==> src/rtl/cpu_core_mc.sv <==
// cpu_core_mc: multi-cycle 8-bit-class CPU core.
// It fetches instructions over a req/valid handshake (FETCH) and then executes them (EXEC).
// It has a HALT instruction, a retire strobe and a combinational debug read port.
// Instruction format: {op[3:0], a[RA-1:0], b[RA-1:0]}. Results are written to R[a].
module cpu_core_mc #(
    parameter int DATA_W = 8,
    parameter int NREG   = 8,
    parameter int PC_W   = 4,
    localparam int RA    = $clog2(NREG),
    localparam int IW    = 4 + 2 * RA
) (
    input  logic              clk,
    input  logic              reset,
    output logic              imem_req,
    output logic [PC_W-1:0]   imem_addr,
    input  logic              imem_valid,
    input  logic [IW-1:0]     imem_data,
    output logic [PC_W-1:0]   pc,
    output logic              retire,
    output logic              halted,
    output logic              flag_z,
    output logic              flag_c,
    input  logic [RA-1:0]     dbg_addr,
    output logic [DATA_W-1:0] dbg_data
);

    typedef enum logic [1:0] {
        ST_IDLE  = 2'd0,
        ST_FETCH = 2'd1,
        ST_EXEC  = 2'd2,
        ST_HALT  = 2'd3
    } state_t;

    localparam logic [3:0] OP_ADD  = 4'h0;
    localparam logic [3:0] OP_SUB  = 4'h1;
    localparam logic [3:0] OP_AND  = 4'h2;
    localparam logic [3:0] OP_OR   = 4'h3;
    localparam logic [3:0] OP_XOR  = 4'h4;
    localparam logic [3:0] OP_NOT  = 4'h5;
    localparam logic [3:0] OP_MOV  = 4'h6;
    localparam logic [3:0] OP_MOVI = 4'h7;
    localparam logic [3:0] OP_CMP  = 4'h8;
    localparam logic [3:0] OP_JMP  = 4'h9;
    localparam logic [3:0] OP_JZ   = 4'hA;
    localparam logic [3:0] OP_JNZ  = 4'hB;
    localparam logic [3:0] OP_HALT = 4'hC;

    state_t              state_q;
    logic                imem_req_q;
    logic                retire_q;
    logic                halted_q;
    logic [IW-1:0]       ir_q;
    logic [PC_W-1:0]     pc_q;
    logic                z_q;
    logic                c_q;
    logic [DATA_W-1:0]   regs_q [NREG];

    logic [3:0]          op_s;
    logic [RA-1:0]       a_s;
    logic [RA-1:0]       b_s;
    logic [DATA_W-1:0]   ra_s;
    logic [DATA_W-1:0]   rb_s;
    logic [DATA_W:0]     sum_s;
    logic [DATA_W:0]     diff_s;
    logic [DATA_W-1:0]   res_d;
    logic                wr_en_s;
    logic                upd_z_s;
    logic                upd_c_s;
    logic                c_d;
    logic [PC_W-1:0]     pc_inc_s;
    logic [PC_W-1:0]     pc_tgt_s;
    logic [PC_W-1:0]     pc_d;

    assign op_s = ir_q[IW-1 -: 4];
    assign a_s  = ir_q[2*RA-1 -: RA];
    assign b_s  = ir_q[RA-1:0];

    assign imem_req  = imem_req_q;
    assign imem_addr = pc_q;
    assign pc        = pc_q;
    assign retire    = retire_q;
    assign halted    = halted_q;
    assign flag_z    = z_q;
    assign flag_c    = c_q;
    assign dbg_data  = regs_q[dbg_addr];

    // Decode the latched instruction into the ALU result, flag updates and the next PC.
    always_comb begin
        ra_s     = regs_q[a_s];
        rb_s     = regs_q[b_s];
        sum_s    = {1'b0, ra_s} + {1'b0, rb_s};
        // The MSB of the widened difference is the borrow, i.e. Ra < Rb unsigned.
        diff_s   = {1'b0, ra_s} - {1'b0, rb_s};
        pc_inc_s = pc_q + PC_W'(1);
        // The jump target {a,b} is truncated or zero-extended to the PC width.
        pc_tgt_s = PC_W'({a_s, b_s});
        res_d    = '0;
        wr_en_s  = 1'b0;
        upd_z_s  = 1'b0;
        upd_c_s  = 1'b0;
        c_d      = 1'b0;
        pc_d     = pc_inc_s;
        case (op_s)
            OP_ADD: begin
                res_d   = sum_s[DATA_W-1:0];
                c_d     = sum_s[DATA_W];
                wr_en_s = 1'b1;
                upd_z_s = 1'b1;
                upd_c_s = 1'b1;
            end
            OP_SUB: begin
                res_d   = diff_s[DATA_W-1:0];
                c_d     = diff_s[DATA_W];
                wr_en_s = 1'b1;
                upd_z_s = 1'b1;
                upd_c_s = 1'b1;
            end
            OP_AND: begin
                res_d   = ra_s & rb_s;
                wr_en_s = 1'b1;
                upd_z_s = 1'b1;
                upd_c_s = 1'b1;
            end
            OP_OR: begin
                res_d   = ra_s | rb_s;
                wr_en_s = 1'b1;
                upd_z_s = 1'b1;
                upd_c_s = 1'b1;
            end
            OP_XOR: begin
                res_d   = ra_s ^ rb_s;
                wr_en_s = 1'b1;
                upd_z_s = 1'b1;
                upd_c_s = 1'b1;
            end
            OP_NOT: begin
                res_d   = ~rb_s;
                wr_en_s = 1'b1;
                upd_z_s = 1'b1;
                upd_c_s = 1'b1;
            end
            OP_MOV: begin
                res_d   = rb_s;
                wr_en_s = 1'b1;
            end
            OP_MOVI: begin
                res_d   = DATA_W'(b_s);
                wr_en_s = 1'b1;
            end
            OP_CMP: begin
                res_d   = diff_s[DATA_W-1:0];
                c_d     = diff_s[DATA_W];
                upd_z_s = 1'b1;
                upd_c_s = 1'b1;
            end
            OP_JMP: begin
                pc_d = pc_tgt_s;
            end
            OP_JZ: begin
                if (z_q) begin
                    pc_d = pc_tgt_s;
                end else begin
                    pc_d = pc_inc_s;
                end
            end
            OP_JNZ: begin
                if (!z_q) begin
                    pc_d = pc_tgt_s;
                end else begin
                    pc_d = pc_inc_s;
                end
            end
            OP_HALT: begin
                pc_d = pc_q;
            end
            default: begin
                pc_d = pc_inc_s;
            end
        endcase
    end

    // Control FSM with registered handshake, retire and halted outputs.
    always_ff @(posedge clk or negedge reset) begin
        if (!reset) begin
            state_q    <= ST_IDLE;
            imem_req_q <= 1'b0;
            retire_q   <= 1'b0;
            halted_q   <= 1'b0;
            ir_q       <= '0;
        end else begin
            case (state_q)
                ST_IDLE: begin
                    state_q    <= ST_FETCH;
                    imem_req_q <= 1'b1;
                end
                ST_FETCH: begin
                    if (imem_valid) begin
                        ir_q       <= imem_data;
                        state_q    <= ST_EXEC;
                        imem_req_q <= 1'b0;
                        retire_q   <= 1'b1;
                    end
                end
                ST_EXEC: begin
                    retire_q <= 1'b0;
                    if (op_s == OP_HALT) begin
                        state_q  <= ST_HALT;
                        halted_q <= 1'b1;
                    end else begin
                        state_q    <= ST_FETCH;
                        imem_req_q <= 1'b1;
                    end
                end
                ST_HALT: begin
                    state_q <= ST_HALT;
                end
                default: begin
                    state_q    <= ST_IDLE;
                    imem_req_q <= 1'b0;
                    retire_q   <= 1'b0;
                end
            endcase
        end
    end

    // Architectural state (PC, register file, flags) commits on the edge that ends EXEC.
    always_ff @(posedge clk or negedge reset) begin
        if (!reset) begin
            pc_q <= '0;
            z_q  <= 1'b0;
            c_q  <= 1'b0;
            for (int i = 0; i < NREG; i++) begin
                regs_q[i] <= '0;
            end
        end else if (state_q == ST_EXEC) begin
            pc_q <= pc_d;
            if (wr_en_s) begin
                regs_q[a_s] <= res_d;
            end
            if (upd_z_s) begin
                z_q <= (res_d == '0);
            end
            if (upd_c_s) begin
                c_q <= c_d;
            end
        end
    end

endmodule

==> config.mk <==
export PLATFORM = sky130hd
export DESIGN_NAME = cpu_core_mc
export DESIGN_NICKNAME = d
export VERILOG_FILES = /design/src/rtl/cpu_core_mc.sv
export SDC_FILE = /design/constraint.sdc
export NUM_CORES = 1
export LEC_CHECK = 0
export ABC_AREA = 1
export ABC_CLOCK_PERIOD_IN_PS = 3000
export BUFFER_PORTS_ARGS = -buffer_cell sky130_fd_sc_hd__buf_2
export CAP_MARGIN = 10
export CORE_MARGIN = 5
export CORE_UTILIZATION = 50
export CTS_BUF_LIST = sky130_fd_sc_hd__clkbuf_2
export DETAILED_ROUTE_END_ITERATION = 7
export PLACE_DENSITY = 0.7
export SYNTH_ARGS = -nofsm -noshare
export SYNTH_HDL_FRONTEND = slang
export SYNTH_SLANG_ARGS = --single-unit
export TNS_END_PERCENT = 20
==> constraint.sdc <==
create_clock -name clk -period 3 [get_ports clk]
set_clock_uncertainty 0.05 [all_clocks]
set_input_delay 0.6 -clock clk [delete_from_list [all_inputs] [get_ports clk]]
set_output_delay 0.6 -clock clk [all_outputs]
set_load 0.02 [all_outputs]
==> impl_results.md, run 1 <==
- Clk slew on worst S/H paths: 0.24 ns
- GRT Overall Usage: 0.294
- Crit path top cell by count: nand2_1
- Worst setup margin: -0.177 ns
- Hold WC Path Type: in -> reg
- Hold wc startpoint: imem_valid
- Die H: 125 um
- TritonCTS buffer count: 9
- CP peak stage delay: 0.56 ns
- H-tree levels: 3
- CP cell instances: buf_6 -> nand3_4 -> buf_6 -> o22ai_1 -> a221oi_1 -> nand4_1 -> inv_1 -> ha_4 -> inv_1 -> nor2_1 -> nor3b_2 -> nand2_1 -> nor2_4 -> nand3_4 -> nor2_4 -> nand2_1 -> nand2_1
- Final Hold Fails: 0
- RSZ-0062 raised after global routing: yes
- Critical Path AT: 3.68 ns
- Later-pin clock latency in the skew report: 0.61 ns
- Yosys Warn Count: 0
- Kind of critical path: reg -> reg
- DP Worst Slack: -0.162 ns
- Layout cell share with drive strength beyond 1: 0.284
- Final nets: 1,113
- Pin count of the biggest net entering global routing: 86
- Finish-stage setup viols: 21
- Leading cell types in the layout, fill and taps excluded: nand2_1, inv_1, dfrtp_1, buf_4, nand3_1
- CP Launch Type: register
- Violated checks: setup timing
- Via-to-Cell Ratio: 5.64
- Initial DRC count: 864
- Period utilization: 1.06
- M3 GR Usage: 0.0532
- DPL Wire Length: 16,400 um
- Reg2reg start: ir_q[4]
- I/O pin cnt: 37
- Synth async-reset ratio: 1.00
- Synth-to-Final Area Change: 23.8%
- Mapped Cells: 963
- Commonest non-fill, non-tap cell in the layout: nand2_1
- Most used DFF post-synth: dfrtp_1
- Root Buffer Master: clkbuf_2
- Pwr dens: 242 mW/mm^2
- Most Crowded Layer GR: met2
- Register area share after synthesis: 0.322
- Cells after DPL: 1,220
- Delay-heaviest family, CP: simple AND/OR/NAND/NOR gates
- Setup TNS: -1.70 ns
- Post-synth net total: 1,006
- DR WL/cell: 18.5 um
- Max VDD drop: 287 uV
- DIE WIDTH: 125 um
- Max Freq: 0.315 GHz
- Cell with the biggest individual delay on the critical path: dfrtp_2
- Critical path fanouts, max: 6
- Antenna diode count: 0
- Post-route antenna net violation count: 0
- CTS sink count: 85
- Placeable Area: 0.0131 mm^2
- Fill cell count: 1,193
- M1 GR Usage: 0.403
- Slew Viols, Final: 0
- Worst slew margin: 0.443
- Initial core utilization: 0.505
- DR pass1 iterations: 6
- Setup crit end kind: register
- Synthesized area: 0.00660 mm^2
- Number of synthesized flops with an enable pin: 0
- Req. time, crit path: 3.50 ns
- Static Leak: 4.08 nW
- Routed WL: 23,100 um
- Final worst path period need: 3.18 ns
- Final instance area: 0.00818 mm^2
- Die area: 0.0156 mm^2
- Max Cap Viol: 0
- Cell Count, Final, Fillers Out: 1,251
- Actual slew at the worst max-slew pin: 0.834 ns
- Port Buffers: 36
- Fin Hold WS: 0.172 ns
- GPL Wtd Cong: 1.01
- TritonCTS clock tree: done
- #FFs+latches synth: 85
- Synth cell types: 38
- Gr ovfl total: 0
- Syn Area/Cell: 6.86 um^2
- Global-route wire length before repair: 36,300 um
- Fin util: 0.625
- Status: finished with violations
- CP bufs+invs: 4
- Vias in the first global route: 6,642
- Met2 GRT Util: 0.452
- Initial antenna violation count: 0
- Tot Pwr: 1.98 mW
- Row count: 42
- Via Count: 7,054
- Placed cell area: 0.00744 mm^2
- Buffer depth of the longest clock path: 2
- Residual DRC: 0
- Crit. Startpoint: ir_q[4]
==> worst reg2reg max path: stages, from the launching register on <==
cell and delay [ns]:
dfrtp_2 0.56, buf_6 0.16, nand3_4 0.11, buf_6 0.13, o22ai_1 0.07, a221oi_1 0.29
nand4_1 0.30, inv_1 0.20, ha_4 0.22, inv_1 0.07, nor2_1 0.05, nor3b_2 0.15
nand2_1 0.10, nor2_4 0.20, nand3_4 0.19, nor2_4 0.16, nand2_1 0.07, nand2_1 0.06
==> metal layers <==
metal,routed length [um],vias up
met5,0,-
met4,1060,0
met3,2000,81
met2,10300,365
met1,9780,3263
li1,-,3345
==> sequential cells by signal (all words and copies together) (netlist names) <==
name and count:
flag_c 1, retire 1, state_q 2, flag_z 1, imem_addr 4, regs_q 64, halted 1, imem_req 1
ir_q 10
==> report_power, final <==
group          internal, mW  switching, mW
Sequential             1.15              0
Combinational        0.0370         0.0825
Clock                 0.285          0.422
==> cells in the mapped netlist (9+ instances only) <==
cell type	count	share of area
nor2_2	18	0.017
nand2_1	243	0.14
inv_2	13	0.0074
buf_2	14	0.011
a21oi_1	55	0.042
dfrtp_1	85	0.32
clkbuf_1	11	0.0063
buf_4	9	0.010
inv_1	129	0.073
nand3_1	84	0.064
ha_1	25	0.047
nand3_2	10	0.015
o22ai_1	17	0.016
nand2_2	20	0.019
nor2_1	64	0.036
o21ai_1	14	0.011
o21ai_0	77	0.058
a31oi_1	9	0.0085
a221oi_1	19	0.025
==> path summary, 6_finish.rpt <==
path / endpoint / slack, ns / cells after the start
min: state_q[1] / 0.17 / 3
max in group asynchronous: ir_q[3] / 2.01 / 3
max: flag_z / -0.18 / 17
min reg2reg: halted / 0.44 / 1
max reg2reg: flag_z / -0.18 / 17
min in group asynchronous: regs_q[58] / 0.49 / 3
==> final cells by class <==
cell class,instances,area [um^2],area share
Multi-Input combinational cell,695,4080,0.499
Sequential cell,85,2130,0.260
Timing Repair Buffer,135,1060,0.130
Inverter,144,556,0.0679
Tap cell,176,220,0.0269
Clock inverter,4,72.6,0.00888
Clock buffer,12,60.1,0.00735
==> what timing repair did <==
| action | 4_1_cts | 5_1_grt |
|---|---|---|
| gates cloned | 1 | 0 |
| pin swaps | 29 | 41 |
| hold buffers | 1 | 0 |
| setup buffers | 10 | 5 |
| resized for setup | 56 | 68 |
| hold endpoints to repair | 85 | 0 |
| endpoints found under the setup margin | 51 | 58 |
==> kinds of logic after synthesis <==
kind of cell	synth area share
AO/OA/AOI/OAI	0.166
XOR/XNOR	0.00398
adder cells (fa/ha/maj)	0.0534
buffers and inverters	0.119
flip-flops	0.322
AND/OR/NAND/NOR	0.336
(Power assumes the default switching activity.)
==> inputs of run 2 (changes only) <==
==> constraint.sdc (replaced) <==
create_clock -name clk -period 3 [get_ports clk]
set_clock_uncertainty 0.05 [all_clocks]
set_input_delay 0.6 -clock clk [delete_from_list [all_inputs] [get_ports clk]]
set_output_delay 0.6 -clock clk [all_outputs]
set_load 0.1 [all_outputs]
==> run 2 against run 1 <==
Against the previous run: the flow still finishes with violations (setup timing); via count fell by 1.3%; sequential share of layout area shrank 0.76 points; hold slack got worse by 0.024 ns; critical path depth grew 2; clock power shrank 11%; combinational power is 78% higher; non-clock buffer count grew 2; flip-flop and latch count unchanged; global-route usage down 0.72 points; first-iteration DRC count decreased by 14%; die area unchanged; total power up 0.81%; largest cell class unchanged.
==> impl_results.md, run 2 (synthesis gave the netlist of run 1 again) <==
- Static Leak: 4.10 nW (+0.48%)
- Die H: 125 um (unchanged)
- Antenna diode count: 0 (unchanged)
- Worst slew margin: 0.437 (-0.00592)
- Violated checks: setup timing
- Max VDD drop: 227 uV (-21%)
- TritonCTS clock tree: done
- Pwr dens: 236 mW/mm^2 (-2.2%)
- Actual slew at the worst max-slew pin: 0.843 ns (+0.00887 ns)
- TritonCTS buffer count: 9 (unchanged)
- Placed cell area: 0.00765 mm^2 (+2.8%)
- Worst R2R Path Depth: 19 (+2)
- Buffer depth of the longest clock path: 2 (unchanged)
- Port Buffers: 36 (unchanged)
- Die area: 0.0156 mm^2 (unchanged)
- Max Cap Viol: 0 (unchanged)
- Hold WC Path Type: in -> reg
- Setup crit end kind: register
- Pin count of the biggest net entering global routing: 50 (-42%)
- DP Worst Slack: -0.0671 ns (+0.0951 ns)
- Gr ovfl total: 0 (unchanged)
- Worst setup margin: -0.131 ns (+0.0457 ns)
- Final instance area: 0.00843 mm^2 (+3.1%)
- Finish-stage setup viols: 33 (+57%)
- Period utilization: 1.04 (-0.0152)
- Global-route wire length before repair: 35,300 um (-2.9%)
- Setup TNS: -1.53 ns (+0.179 ns)
- CP peak stage delay: 0.55 ns (about the same)
- Commonest non-fill, non-tap cell in the layout: nand2_1
- Via-to-Cell Ratio: 5.55 (-1.5%)
- Tot Pwr: 1.99 mW (+0.81%)
- Clk slew on worst S/H paths: 0.25 ns (about the same)
- Final nets: 1,116 (+0.27%)
- Synth-to-Final Area Change: 27.6%
- Cell Count, Final, Fillers Out: 1,254 (+0.24%)
- CTS sink count: 85 (unchanged)
- Max Freq: 0.319 GHz (+1.5%)
- Biggest register: regs_q
- Fin util: 0.644 (+0.0191)
- Later-pin clock latency in the skew report: 0.62 ns (about the same)
- Routed WL: 22,800 um (-1.3%)
- DIE WIDTH: 125 um (unchanged)
- Initial DRC count: 740 (-14%)
- I/O pin cnt: 37 (unchanged)
- CP cell instances: buf_4 -> nand3_2 -> o22ai_1 -> a221oi_2 -> nand4_1 -> buf_6 -> buf_4 -> fa_2 -> nand3_2 -> nand2_1 -> nor2_1 -> nor2_2 -> nor2_4 -> nand2_4 -> nor2_2 -> nand2_1 -> nor2_2 -> nand2_1 -> nand2_1
- Residual DRC: 0 (unchanged)
- Fin Hold WS: 0.148 ns (-0.0238 ns)
- Initial antenna violation count: 0 (unchanged)
- Cell with the biggest individual delay on the critical path: dfrtp_2
- Row count: 42 (unchanged)
- Vias in the first global route: 6,455 (-2.8%)
- RSZ-0062 raised after global routing: yes
- Slew Viols, Final: 0 (unchanged)
- GPL Wtd Cong: 1.02 (+1.1%)
- Leading cell types in the layout, fill and taps excluded: nand2_1, inv_1, dfrtp_1, buf_4, nand3_1
- Critical Path AT: 3.67 ns (about the same)
- DR WL/cell: 18.2 um (-1.5%)
- Crit path top cell by count: nand2_1
- CP Launch Type: register
- Hold Path Depth: 3 (unchanged)
- Cells after DPL: 1,217 (-0.25%)
- Final Hold Fails: 0 (unchanged)
- Layout cell share with drive strength beyond 1: 0.297 (+0.0131)
- Root Buffer Master: clkbuf_2
- H-tree levels: 3 (unchanged)
- DR pass1 iterations: 5 (-1)
- Via Count: 6,963 (-1.3%)
- Initial core utilization: 0.505 (unchanged)
- GRT Overall Usage: 0.287 (-0.00718)
- Critical path fanouts, max: 8 (+2)
- Post-route antenna net violation count: 0 (unchanged)
- Placeable Area: 0.0131 mm^2 (unchanged)
- Kind of critical path: reg -> reg
- Status: finished with violations
- Largest register FFs: 64 (unchanged)
- Req. time, crit path: 3.54 ns (+0.04 ns)
- DPL Wire Length: 16,800 um (+2.5%)
- Final worst path period need: 3.13 ns (-0.0457 ns)
==> run 2: changes by cell type in the layout (fill, tap and decap cells not counted), sizes merged <==
cell and delta:
clkinv +3, inv -1, clkinvlp +2, buf +2
clkbuf -3, bufinv -1, nand2 +1
==> run 2: power by group <==
part	internal, mW	total, mW	switching, mW	leakage (nW)
Combinational	0.0673	0.212	0.145	2.92
Clock	0.186	0.631	0.445	0.0630
Sequential	1.15	1.15	0	1.12
Total	1.40	1.99	0.590	4.10
==> run 2: final timing paths <==
check / slack (ns) / startpoint / to
min: 0.15 / imem_valid / state_q[1]
min in group asynchronous: 0.40 / reset / regs_q[61]
min reg2reg: 0.45 / halted / halted
max in group asynchronous: 1.88 / reset / ir_q[3]
max reg2reg: -0.13 / ir_q[5] / flag_z
max: -0.13 / ir_q[5] / flag_z
==> run 2: area by class of cell <==
class	count	area, um^2
inverter	144	558
fill	1144	4660
sequential	85	2130
clock inverter	7	66.3
timing repair buffer	137	1220
tap	176	220
multi-input combinational	696	4180
clock buffer	9	45.0
==> run 2: per-layer routing <==
layer | vias up | track usage | part of all wire
li1 | 3358 | - | -
met1 | 3252 | 0.392 | 0.42
met2 | 298 | 0.439 | 0.46
met3 | 55 | 0.0605 | 0.076
met4 | 0 | 0.131 | 0.040
met5 | - | 0 | 0
==> run 2: what timing repair did <==
item | in CTS | in global routing
cloned | 2 | 0
setup endpoints to repair | 54 | 58
hold buffers | 1 | 0
endpoints found under the hold margin | 36 | 0
gates resized for setup | 29 | 102
setup buffers | 8 | 11
pin swaps | 12 | 44
==> run 2: worst max-delay path, delay by kind of cell, from the launching register on <==
kind	cells	cell delay, ns
simple gates	13	1.29
flops	1	0.55
buf+inv	3	0.48
fa+ha+maj	1	0.37
compound gates	2	0.35
